## config.mk

```make
export PLATFORM = sky130hd
export DESIGN_NAME = mem_read_sequencer_flat
export DESIGN_NICKNAME = d
export VERILOG_FILES = /design/src/rtl/mem_read_sequencer_pkg.sv /design/src/rtl/mem_read_sequencer_if.sv /design/src/rtl/mrs_byte_assembler.sv /design/src/rtl/mem_read_sequencer.sv /design/src/flat_wrapper.sv
export SDC_FILE = /design/constraint.sdc
export NUM_CORES = 1
export LEC_CHECK = 0
export ABC_AREA = 1
export BUFFER_PORTS_ARGS = -buffer_cell sky130_fd_sc_hd__buf_2
export CAP_MARGIN = 10
export CORE_AREA = 5 5 105 107
export CTS_CLUSTER_DIAMETER = 150
export DETAILED_ROUTE_END_ITERATION = 8
export DIE_AREA = 0 0 110 112
export PLACE_DENSITY = 0.73
export SYNTH_ARGS = -nofsm -noshare
export SYNTH_HDL_FRONTEND = slang
export SYNTH_SLANG_ARGS = --single-unit
```

## constraint.sdc

```tcl
create_clock -name clk -period 2.2 [get_ports clk]
set_clock_uncertainty 0.2 [all_clocks]
set_input_delay 0.33 -clock clk [delete_from_list [all_inputs] [get_ports clk]]
set_output_delay 0.33 -clock clk [all_outputs]
set_load 0.01 [all_outputs]
```

## src/rtl/mem_read_sequencer_pkg.sv

```systemverilog
// Shared constants and FSM encoding for the byte-wise 24-bit memory read sequencer.
package mem_read_sequencer_pkg;
   localparam int WORD_WIDTH     = 24;
   localparam int BYTE_WIDTH     = 8;
   localparam int BYTES_PER_WORD = 3;

   typedef enum logic [1:0] {
      IDLE = 2'd0,
      REQ  = 2'd1,
      WAIT = 2'd2,
      DONE = 2'd3
   } mrs_state_e;
endpackage

```

## src/rtl/mem_read_sequencer_if.sv

```systemverilog
// Control handshake, byte memory bus and data-register load path of the read sequencer.
interface mem_read_sequencer_if #(
   parameter int ADDR_WIDTH = 16
);
   import mem_read_sequencer_pkg::*;

   logic                  start;
   logic [ADDR_WIDTH-1:0] addr;
   logic                  busy;
   logic                  done;
   logic [ADDR_WIDTH-1:0] mem_addr;
   logic                  mem_rd;
   logic [BYTE_WIDTH-1:0] mem_rdata;
   logic [WORD_WIDTH-1:0] data_out;
   logic                  load_en;

   modport master (
      input  start, addr, mem_rdata,
      output busy, done, mem_addr, mem_rd, data_out, load_en
   );

   modport slave (
      output start, addr, mem_rdata,
      input  busy, done, mem_addr, mem_rd, data_out, load_en
   );
endinterface

```

## src/rtl/mrs_byte_assembler.sv

```systemverilog
// Shadow register collecting the three fetched bytes; lane order set by BIG_ENDIAN.
module mrs_byte_assembler
   import mem_read_sequencer_pkg::*;
#(
   parameter bit BIG_ENDIAN = 1'b1
) (
   input  logic                  clk,
   input  logic                  reset,
   input  logic                  capture,
   input  logic [1:0]            idx,
   input  logic [BYTE_WIDTH-1:0] byte_in,
   output logic [WORD_WIDTH-1:0] word
);
   logic [BYTES_PER_WORD-1:0][BYTE_WIDTH-1:0] lanes_q;
   logic [1:0]                                lane;

   // Big-endian puts the byte at the base address in the top lane.
   assign lane = BIG_ENDIAN ? (2'(BYTES_PER_WORD - 1) - idx) : idx;

   always_ff @(posedge clk) begin
      if (reset)
         lanes_q <= '0;
      else if (capture)
         lanes_q[lane] <= byte_in;
   end

   assign word = lanes_q;
endmodule

```

## src/rtl/mem_read_sequencer.sv

```systemverilog
// Fetches a 24-bit word as three byte reads and loads it into the data register.
// Optional MEM_READ_COUNT_EN adds a 16-bit completed-read counter port rd_count.
module mem_read_sequencer
   import mem_read_sequencer_pkg::*;
#(
   parameter int ADDR_WIDTH = 16,
   parameter int RD_LATENCY = 1,
   parameter bit BIG_ENDIAN = 1'b1
) (
   input  logic                 clk,
   input  logic                 reset,
   mem_read_sequencer_if.master bus
`ifdef MEM_READ_COUNT_EN
   ,
   output logic [15:0]          rd_count
`endif
);
   mrs_state_e            state_q, state_d;
   logic [ADDR_WIDTH-1:0] base_q;
   logic [ADDR_WIDTH-1:0] mem_addr_q;
   logic [1:0]            idx_q;
   logic [2:0]            lat_q;
   logic [WORD_WIDTH-1:0] word_q;
   logic [WORD_WIDTH-1:0] shadow;
   logic                  capture;

   always_comb begin
      state_d = state_q;
      capture = 1'b0;
      case (state_q)
         IDLE: if (bus.start) state_d = REQ;
         REQ:  state_d = WAIT;
         WAIT: begin
            if (lat_q == 3'd1) begin
               capture = 1'b1;
               state_d = (idx_q == 2'(BYTES_PER_WORD - 1)) ? DONE : REQ;
            end
         end
         DONE:    state_d = IDLE;
         default: state_d = IDLE;
      endcase
   end

   // mem_addr is registered on entry to REQ so it holds its value between strobes.
   always_ff @(posedge clk) begin
      if (reset) begin
         state_q    <= IDLE;
         base_q     <= '0;
         mem_addr_q <= '0;
         idx_q      <= '0;
         lat_q      <= '0;
         word_q     <= '0;
      end else begin
         state_q <= state_d;
         case (state_q)
            IDLE: begin
               if (bus.start) begin
                  base_q     <= bus.addr;
                  mem_addr_q <= bus.addr;
                  idx_q      <= '0;
               end
            end
            REQ: lat_q <= 3'(RD_LATENCY);
            WAIT: begin
               lat_q <= lat_q - 3'd1;
               if (capture && state_d == REQ) begin
                  idx_q      <= idx_q + 2'd1;
                  mem_addr_q <= base_q + ADDR_WIDTH'(idx_q + 2'd1);
               end
            end
            DONE:    word_q <= shadow;
            default: ;
         endcase
      end
   end

   mrs_byte_assembler #(
      .BIG_ENDIAN (BIG_ENDIAN)
   ) u_asm (
      .clk     (clk),
      .reset   (reset),
      .capture (capture),
      .idx     (idx_q),
      .byte_in (bus.mem_rdata),
      .word    (shadow)
   );

   // The last byte lands in the shadow on the edge entering DONE, so DONE shows it directly.
   assign bus.busy     = (state_q != IDLE);
   assign bus.mem_rd   = (state_q == REQ);
   assign bus.done     = (state_q == DONE);
   assign bus.load_en  = (state_q == DONE);
   assign bus.mem_addr = mem_addr_q;
   assign bus.data_out = (state_q == DONE) ? shadow : word_q;

`ifdef MEM_READ_COUNT_EN
   logic [15:0] rd_count_q;

   always_ff @(posedge clk) begin
      if (reset)
         rd_count_q <= '0;
      else if (state_q == DONE)
         rd_count_q <= rd_count_q + 16'd1;
   end

   assign rd_count = rd_count_q;
`endif
endmodule

```

## src/flat_wrapper.sv

```systemverilog
// flat-port wrapper written by rule: the top's interface ports become plain ports
module mem_read_sequencer_flat import mem_read_sequencer_pkg::*;
#(
   parameter int ADDR_WIDTH = 16,
   parameter int RD_LATENCY = 1,
   parameter bit BIG_ENDIAN = 1'b1
)
  (clk, reset, bus_start, bus_addr, bus_mem_rdata, bus_busy, bus_done, bus_mem_addr, bus_mem_rd, bus_data_out, bus_load_en);
  mem_read_sequencer_if #(.ADDR_WIDTH(ADDR_WIDTH)) bus_i ();
  input  logic clk;
  input  logic reset;
  input wire logic [$bits(bus_i.start)-1:0] bus_start;
  input wire logic [$bits(bus_i.addr)-1:0] bus_addr;
  input wire logic [$bits(bus_i.mem_rdata)-1:0] bus_mem_rdata;
  output wire logic [$bits(bus_i.busy)-1:0] bus_busy;
  output wire logic [$bits(bus_i.done)-1:0] bus_done;
  output wire logic [$bits(bus_i.mem_addr)-1:0] bus_mem_addr;
  output wire logic [$bits(bus_i.mem_rd)-1:0] bus_mem_rd;
  output wire logic [$bits(bus_i.data_out)-1:0] bus_data_out;
  output wire logic [$bits(bus_i.load_en)-1:0] bus_load_en;
  assign bus_i.start = bus_start;
  assign bus_i.addr = bus_addr;
  assign bus_i.mem_rdata = bus_mem_rdata;
  assign bus_busy = bus_i.busy;
  assign bus_done = bus_i.done;
  assign bus_mem_addr = bus_i.mem_addr;
  assign bus_mem_rd = bus_i.mem_rd;
  assign bus_data_out = bus_i.data_out;
  assign bus_load_en = bus_i.load_en;
  mem_read_sequencer #(.ADDR_WIDTH(ADDR_WIDTH), .RD_LATENCY(RD_LATENCY), .BIG_ENDIAN(BIG_ENDIAN)) u_core (.clk(clk), .reset(reset), .bus(bus_i));
endmodule
```

==> run metrics, run 1 <==
CTS tree built; DRC 0; Final Critical Period 2.20 ns; synthesis-to-finish area growth 20.2%; core area roughly 10,000 um^2; Longest Clk Path Bufs 2; synth unique cells 33; DIE AREA 12,300 um^2; Clock transition at path regs about 0.10 ns; final core occ 0.492; sequential share of the synthesized area 0.424; final setup vio count 1; Bufs and invs on worst path 3; top post-synthesis cells by area dfxtp_1, nand2_1, a21oi_1; share of layout cells above drive strength 1 0.205; io pins 71; # Max-Cap Violations 0; total CTS buffers 9; mean routed wirelength per cell 12.5 um; routing usage on met1 0.193; Root Driver clkbuf_8; vias 3,970; asr flop ratio synth 0; synth warn 0; CP max stage delay 0.36 ns; fin nets 711; status complete, but fails checks; Tcrit/Tclk final 1.00; Crit Path Class reg2reg; Std-Cell Rows 37; area of the mapped netlist 4110 um^2; Post-synth EDFFs 0; Hold Vio Cnt, Final 0; crit-path max FO 5; clk_lat worst skew 0.35 ns; starting density of the core 0.409; Static Leak between 2 and 2.5 nW; top-area cell type share of the netlist area 0.424; post-DP HPWL 7.54 mm; commonest register cell after synthesis dfxtp_1; unrepaired setup endpoints after global routing true; Placer Congestion about 0.89; ANT cells 0; met2 GRT Util 0.300; crit-path leading delay family adder cells; routing usage on met3 0.0423; Net Count, Synth 642; port bufs 70; Slew Viols, Final 0; cells after synthesis 600; Avg Vias per Cell 4.90; Synth area leader dfxtp_1; CTS HTree Levels 3; worst vdd ir 0.000441 V; top-count cell post-synth nand2_1; Startpoint Class flip-flop; sinks on the clock net 87; Setup WS pre-CTS -0.0630 ns; first-pass GRT wire length around 17 mm; Power Density 758 nW/um^2; synthesis-stage register bit count 87; final setup margin -0.00293 ns; post-route ant nets 0; First-pass DRT Iterations 4; Fill cells 1,034; Setup crit end kind flip-flop; Arr. time, crit path between 2 and 2.5 ns; Die Height 112 um; die width approximately 110 um; worst min-delay path class in2reg; most instantiated cells after synthesis nand2_1, dfxtp_1, a21oi_1; Worst-Margin Slew 0.487 ns; mean area per synthesized cell 6.85 um^2; number of global-route vias before repair between 3,000 and 4,000; crit-path cells inv_4 > ha_4 > inv_2 > fa_2 > inv_2 > nand2_4 > a21oi_4 > nand2_2 > nor2_1 > nand2_1 > nand3_1 > nand2_1 > nor2_2 > nor2_1; largest net degree at the start of global routing 51; hold_buf cts 0; maximum clock frequency 454 MHz; drt first-iter violations 193; GRT overflow 0; CP Data Required Time 2.27 ns; slowest CP cell dfxtp_2; Relative slew margins 0.675; GRT Total Usage 0.168; failing checks setup timing; drt total wl 10.1 mm; gr busiest metal met2; initial antenna violation count 0; R2R Setup Slk -0.003 ns
## worst min-delay path: cells and delay by family
kind                   cells  cell delay [ns]
AO/OA/AOI/OAI              1             0.08
buffers and inverters      1             0.09
AND/OR/NAND/NOR            1             0.08
## repair_timing
item,CTS,global route
pin swaps,2,14
buffers inserted,0,3
gates resized for setup,1,24
gates cloned,0,0
setup endpoints to repair,6,48
## cells by family (layout without fill, tap and decap cells)
logic type,count (synthesis),after routing,synth area share
xor+xnor,3,3,0.00640
simple gates,320,320,0.322
buf+inv,79,153,0.0789
compound gates,96,96,0.122
flops,87,87,0.424
fa+ha+maj,15,15,0.0475
## report_power, final
part           internal [W]  leakage, nW  switching, W
logic              0.000317         1.50      0.000509
clock network      0.000543       0.0994      0.000597
registers           0.00169        0.710     0.0000870
total               0.00255         2.31       0.00119
## path summary, 6_finish.rpt
path,start,end,depth (start not counted)
worst max-delay path,u_core.idx_q[0],u_core.bus.mem_addr[10],14
worst min-delay path,bus_addr[8],u_core.base_q[8],3
worst max register to register,u_core.idx_q[0],u_core.bus.mem_addr[10],14
worst min register to register,u_core.u_asm.word[9],u_core.u_asm.word[9],2
## cell type report
type                    count  area (um^2)  area share
flip-flops and latches     87         1750       0.353
repair buffers             88          500       0.101
clock buffers              10          128      0.0258
inverters                  49          186      0.0378
clock inverters             6         75.1      0.0152
well taps                 136          170      0.0345
multi-input cells         434         2130       0.432
## state kept, by name, indices dropped and copies added (netlist names)
name	cells
u_core.lat_q	3
u_core.base_q	16
u_core.idx_q	2
u_core.bus.mem_addr	16
u_core.word_q	24
u_core.state_q	2
u_core.u_asm.word	24
## cell usage in the layout, fill, tap and decap left out, types with 2 or more instances in the layout
master | netlist | layout
ha_1 | 14 | 8
clkbuf_8 | 0 | 9
o21ai_1 | 0 | 2
inv_1 | 45 | 40
nand3_1 | 48 | 47
dfxtp_1 | 87 | 84
a21oi_1 | 65 | 65
nand3b_1 | 4 | 4
buf_2 | 7 | 70
nand4_1 | 3 | 3
o21ai_0 | 24 | 21
nand2_2 | 2 | 6
nor2_1 | 53 | 52
ha_2 | 0 | 3
nand3_2 | 1 | 2
clkinv_1 | 2 | 2
nand2_4 | 1 | 2
inv_6 | 0 | 2
buf_8 | 0 | 2
nor2_2 | 1 | 2
inv_2 | 2 | 6
ha_4 | 0 | 3
dfxtp_2 | 0 | 3
nand2_1 | 204 | 199
xor2_1 | 2 | 2
buf_4 | 1 | 16
## per-stage QoR
stage / total power (W) / area (um^2) / hold WS (ns) / std cells / setup TNS, ns
CTS: 0.00373 / 4840 / 0.0344 / 807 / 0
global placement: 0.00256 / 4630 / 0.251 / 791 / -0.0127
finish: 0.00374 / 4940 / 0.0462 / 810 / -0.00293
global route: 0.00397 / 4940 / 0.0632 / 810 / -0.824
floorplan: 0.00234 / 4140 / 0.241 / 600 / 0
detailed placement: 0.00259 / 4630 / 0.253 / 791 / -0.108
## metal layers
| layer | vias up | routed length [um] |
|---|---|---|
| met5 | - | 0 |
| met3 | 20 | 601 |
| met4 | 0 | 193 |
| met1 | 1805 | 4220 |
| met2 | 99 | 5130 |
| li1 | 2046 | - |
No activity file was read; power rests on OpenSTA's default activity.
==> inputs of run 2 (changes only) <==
Settings changed: CTS_BUF_LIST from default to sky130_fd_sc_hd__clkbuf_4, RECOVER_POWER from default to 25.
==> run metrics, run 2 (same netlist as run 1, synthesis figures left out) <==
final setup vio count 1 (unchanged); Crit Path Class reg2reg; unrepaired setup endpoints after global routing true; Hold Vio Cnt, Final 0 (unchanged); status complete, but fails checks; final setup margin -0.00484 ns (-0.00192 ns); DRC 0 (unchanged); post-route ant nets 0 (unchanged); fin nets 732 (+3.0%); drt first-iter violations 229 (+19%); failing checks setup timing; DIE AREA 12,300 um^2 (unchanged); Arr. time, crit path 2.36 ns (+0.09 ns); crit-path max FO 5 (unchanged); total power 0.00359 W (-4.0%); io pins 71 (unchanged); starting density of the core 0.409 (unchanged); number of global-route vias before repair 3,884 (+2.5%); post-DP HPWL 7.54 mm (unchanged); Slew Viols, Final 0 (unchanged); commonest non-fill, non-tap cells in the layout nand2_1, dfxtp_1, buf_2; Fill cells 1,005 (-2.8%); Static Leak 2.37 nW (+2.7%); maximum clock frequency 454 MHz (about the same); Startpoint Class flip-flop; setup tns final -0.00484 ns (-0.00192 ns); die width 110 um (unchanged); Std-Cell Rows 37 (unchanged); DP Area 4630 um^2 (unchanged); Final Critical Period 2.20 ns (+0.00192 ns); vias 4,103 (+3.4%); ANT cells 0 (unchanged); sinks on the clock net 87 (unchanged); CP Data Required Time 2.36 ns (+0.09 ns); Worst-Margin Slew 0.486 ns (-0.000678 ns); First-pass DRT Iterations 4 (unchanged); total CTS buffers 9 (unchanged); share of layout cells above drive strength 1 0.193 (-0.0119); largest net degree at the start of global routing 51 (unchanged); port bufs 70 (unchanged); mean routed wirelength per cell 12.6 um (+0.44%); post-route cell area 5110 um^2 (+3.4%); Longest Clk Path Bufs 2 (unchanged); # Max-Cap Violations 0 (unchanged); worst vdd ir 0.000497 V (+13%); GRT overflow 0 (unchanged); Placer Congestion 0.893 (unchanged); Clock transition at path regs 0.15 ns (+0.05 ns); clk_lat worst skew 0.43 ns (+0.08 ns); first-pass GRT wire length 17.2 mm (+2.1%); Root Driver clkbuf_4; Relative slew margins 0.676 (about the same); commonest non-fill, non-tap cell in the layout nand2_1; worst min-delay path class in2reg; core area 10,000 um^2 (unchanged); initial antenna violation count 0 (unchanged); R2R Setup Slk -0.005 ns (about the same); Avg Vias per Cell 4.94 (+0.74%); worst hold margin 0.0335 ns (-0.0127 ns); GRT Total Usage 0.173 (+0.00475); CTS HTree Levels 3 (unchanged); Setup crit end kind flip-flop; synthesis-to-finish area growth 24.3%; CTS tree built; Tcrit/Tclk final 1.00 (about the same); Power Density 703 nW/um^2 (-7.2%); drt total wl 10.4 mm (+3.0%); Die Height 112 um (unchanged)
==> run 2: cell count changes in the layout (fill, tap and decap cells not counted), sizes merged <==
cell | before | now
buf | 88 | 84
clkbuf | 10 | 14
dlygate4sd3 | 0 | 21
==> run 2: area by class of cell <==
| class | instances | area [um^2] | area share |
|---|---|---|---|
| tap | 136 | 170 | 0.0333 |
| clock buffer | 10 | 75.1 | 0.0147 |
| timing repair buffer | 109 | 719 | 0.141 |
| clock inverter | 6 | 75.1 | 0.0147 |
| inverter | 49 | 189 | 0.0370 |
| multi-input combinational | 434 | 2130 | 0.417 |
| sequential | 87 | 1750 | 0.342 |
==> run 2: metal layers <==
metal / up-vias / share of wire / wire, um / global-route usage
met2: 103 / 0.51 / 5290 / 0.312
li1: 2092 / - / - / -
met4: 0 / 0.027 / 283 / 0.0607
met5: - / 0 / 0 / 0
met1: 1881 / 0.42 / 4360 / 0.194
met3: 27 / 0.049 / 508 / 0.0394
==> run 2: path summary, 6_finish.rpt <==
path                              from                       to  depth (start not counted)
setup / recovery       u_core.idx_q[0]  u_core.bus.mem_addr[10]                         14
hold / removal             bus_addr[5]         u_core.base_q[5]                          3
setup reg to reg       u_core.idx_q[0]  u_core.bus.mem_addr[10]                         14
hold reg to reg   u_core.u_asm.word[9]     u_core.u_asm.word[9]                          2
==> run 2: per-stage QoR <==
| stage | utilization | setup slack [ns] | cells |
|---|---|---|---|
| after global placement | 0.461 | -0.0127 | 791 |
| final | 0.508 | -0.00484 | 831 |
| after floorplan | - | 0.0269 | 600 |
| after global routing | 0.508 | -0.152 | 831 |
| after detailed placement | 0.461 | -0.0630 | 791 |
| after CTS | 0.498 | 0.0144 | 828 |
==> run 2: where the power goes <==
part           internal, W  total (W)  switching, W
combinational     0.000341   0.000859      0.000519
clock             0.000377   0.000953      0.000575
sequential         0.00169    0.00178     0.0000886
==> run 2: worst max-delay path, cell delays in order, from the launching register on <==
cell,delay [ns]
dfxtp_2,0.38
inv_4,0.05
ha_4,0.26
inv_2,0.04
fa_2,0.34
inv_2,0.08
nand2_4,0.06
a21oi_4,0.20
nand2_2,0.11
nor2_1,0.11
nand2_1,0.06
nand3_1,0.07
nand2_1,0.06
nor2_2,0.07
nor2_1,0.05
==> run 2: repair_timing <==
action | CTS | global route
pin swaps | 2 | 15
endpoints found under the hold margin | 35 | 0
buffers inserted | 0 | 3
endpoints found under the setup margin | 29 | 37
resized for setup | 5 | 27
hold buffers | 21 | 0
==> inputs of run 3 (changes only) <==
Settings changed: CORE_AREA 5 5 105 107 to 5 5 106 108, DIE_AREA 0 0 110 112 to 0 0 111 113, SYNTH_HIERARCHICAL from default to 1.
==> run metrics, run 3 <==
status completed; Worst-Margin Slew 0.714 ns (+0.228 ns); drt total wl 10.6 mm (+1.1%); starting density of the core 0.413 (+0.00441); mean area per synthesized cell 6.82 um^2 (-0.32%); Static Leak 2.46 nW (+3.9%); Clock transition at path regs 0.13 ns (-0.02 ns); R2R Setup Slk 0.05 ns (+0.05 ns); Power Density 664 nW/um^2 (-5.6%); area of the mapped netlist 4190 um^2 (+2.0%); most instantiated cells after synthesis nand2_1, dfxtp_1, a21oi_1; commonest non-fill, non-tap cell in the layout nand2_1; CTS tree built; number of global-route vias before repair 3,764 (-3.1%); io pins 71 (unchanged); synthesis-stage register bit count 87 (unchanged); post-DP HPWL 7.39 mm (-2.0%); asr flop ratio synth 0 (unchanged); sequential share of the synthesized area 0.416 (-0.00836); area occupied by multi-input gates 2070 um^2 (-2.7%); Die Height 113 um (+0.89%); CTS HTree Levels 3 (unchanged); commonest non-fill, non-tap cells in the layout nand2_1, dfxtp_1, a21oi_1; Post-synth EDFFs 0 (unchanged); worst min-delay path class in2reg; Net Count, Synth 651 (+1.4%); ANT cells 0 (unchanged); DIE AREA 12,500 um^2 (+1.8%); die width 111 um (+0.91%); Hold Vio Cnt, Final 0 (unchanged); Tcrit/Tclk final 0.979 (-0.0235); top-count cell post-synth nand2_1; GRT Total Usage 0.166 (-0.00629); maximum clock frequency 464 MHz (+2.4%); setup tns final 0 ns (+0.00484 ns); First-pass DRT Iterations 5 (+1); Fill cells 1,003 (-0.20%); share of layout cells above drive strength 1 0.167 (-0.0254); GRT overflow 0 (unchanged); Final Critical Period 2.15 ns (-0.0516 ns); post-route ant nets 0 (unchanged); clk_lat worst skew 0.43 ns (about the same); Root Driver clkbuf_4; drt first-iter violations 245 (+7.0%); # Max-Cap Violations 0 (unchanged); Std-Cell Rows 37 (unchanged); synth unique cells 32 (-3.0%); postcts setup bufs 0 (unchanged); final setup vio count 0 (-1); core area 10,100 um^2 (+0.92%); CP Data Required Time 2.33 ns (-0.03 ns); synth warn 6 (+6); worst vdd ir 0.000355 V (-29%); crit-path max FO 3 (-2); top post-synthesis cells by area dfxtp_1, nand2_1, a21oi_1; Slew Viols, Final 0 (unchanged); sinks on the clock net 87 (unchanged); total CTS buffers 9 (unchanged); port bufs 70 (unchanged); Arr. time, crit path 2.29 ns (-0.07 ns); Startpoint Class flip-flop; largest net degree at the start of global routing 33 (-35%); Crit Path Class reg2reg; Longest Clk Path Bufs 2 (unchanged); fin nets 738 (+0.82%); Placer Congestion 0.891 (-0.16%); worst hold margin 0.0218 ns (-0.0117 ns); vias 4,047 (-1.4%); top-area cell type share of the netlist area 0.416 (-0.00836); Setup crit end kind flip-flop; cells after synthesis 614 (+2.3%); initial antenna violation count 0 (unchanged); synthesis-to-finish area growth 21.1%; first-pass GRT wire length 17.3 mm (+0.48%); mean routed wirelength per cell 12.6 um (-0.13%); unrepaired setup endpoints after global routing true; Avg Vias per Cell 4.81 (-2.5%); total power 0.00337 W (-6.3%); Synth area leader dfxtp_1; DRC 0 (unchanged); Relative slew margins 0.523 (-0.152); FF+latch area 1750 um^2 (+0.14%); commonest register cell after synthesis dfxtp_1
[run 3: metrics by stage]
| stage | area, um^2 | setup WS (ns) | instances | utilization |
|---|---|---|---|---|
| after floorplan | 4200 | 0.00817 | 614 | - |
| after global placement | 4680 | -0.0439 | 807 | 0.461 |
| after detailed placement | 4680 | -0.0905 | 807 | 0.461 |
| after CTS | 5040 | 0.0186 | 840 | 0.497 |
| after global routing | 5070 | -0.112 | 841 | 0.500 |
| final | 5070 | 0.0468 | 841 | 0.500 |
[run 3: power breakdown]
group	internal [W]	total, W	switching [W]
logic	0.000236	0.000640	0.000404
clock network	0.000453	0.000990	0.000537
registers	0.00167	0.00174	0.0000663
total	0.00236	0.00337	0.00101
[run 3: what timing repair did]
| action | CTS | global route |
|---|---|---|
| setup endpoints to repair | 27 | 26 |
| resized for setup | 7 | 13 |
| hold endpoints to repair | 26 | 0 |
| hold buffers | 18 | 0 |
| pin swaps | 3 | 0 |
| gates cloned | 0 | 1 |
[run 3: layout make-up]
type | count | area share
Multi-Input combinational cell | 431 | 0.409
Clock inverter | 6 | 0.0168
Inverter | 66 | 0.0493
Sequential cell | 87 | 0.345
Timing Repair Buffer | 106 | 0.133
Clock buffer | 9 | 0.0133
Tap cell | 136 | 0.0335
[run 3: worst paths after layout]
| path | cells past startpoint | endpoint | start |
|---|---|---|---|
| setup / recovery | 12 | u_core/bus.mem_addr[12] | u_core/idx_q[0] |
| hold / removal | 3 | u_core/base_q[11] | bus_addr[11] |
| setup reg to reg | 12 | u_core/bus.mem_addr[12] | u_core/idx_q[0] |
| hold reg to reg | 2 | u_core/bus.mem_addr[3] | u_core/bus.mem_addr[3] |
[run 3: layer usage]
metal,track usage,part of all wire,up-vias
li1,-,-,2091
met1,0.209,0.43,1826
met2,0.280,0.50,108
met3,0.0342,0.054,22
met4,0.0657,0.018,0
met5,0,0,-
[run 3: critical path, stage by stage, from the launching register on]
cell     delay, ns
dfxtp_4       0.38
inv_4         0.04
ha_4          0.16
fa_2          0.37
inv_2         0.09
nand2_4       0.06
nor3_4        0.17
nand3_1       0.11
or2_0         0.21
nand3_1       0.08
nand2_1       0.05
nor2_1        0.10
nor2_1        0.05
[run 3: cells by family after synthesis]
logic type | synth area share
and+or+nand+nor | 0.318
AOI/OAI and AO/OA | 0.122
buffers and inverters | 0.102
DFF | 0.416
adders and majority gates | 0.0317
xor gates and xnor gates | 0.0105
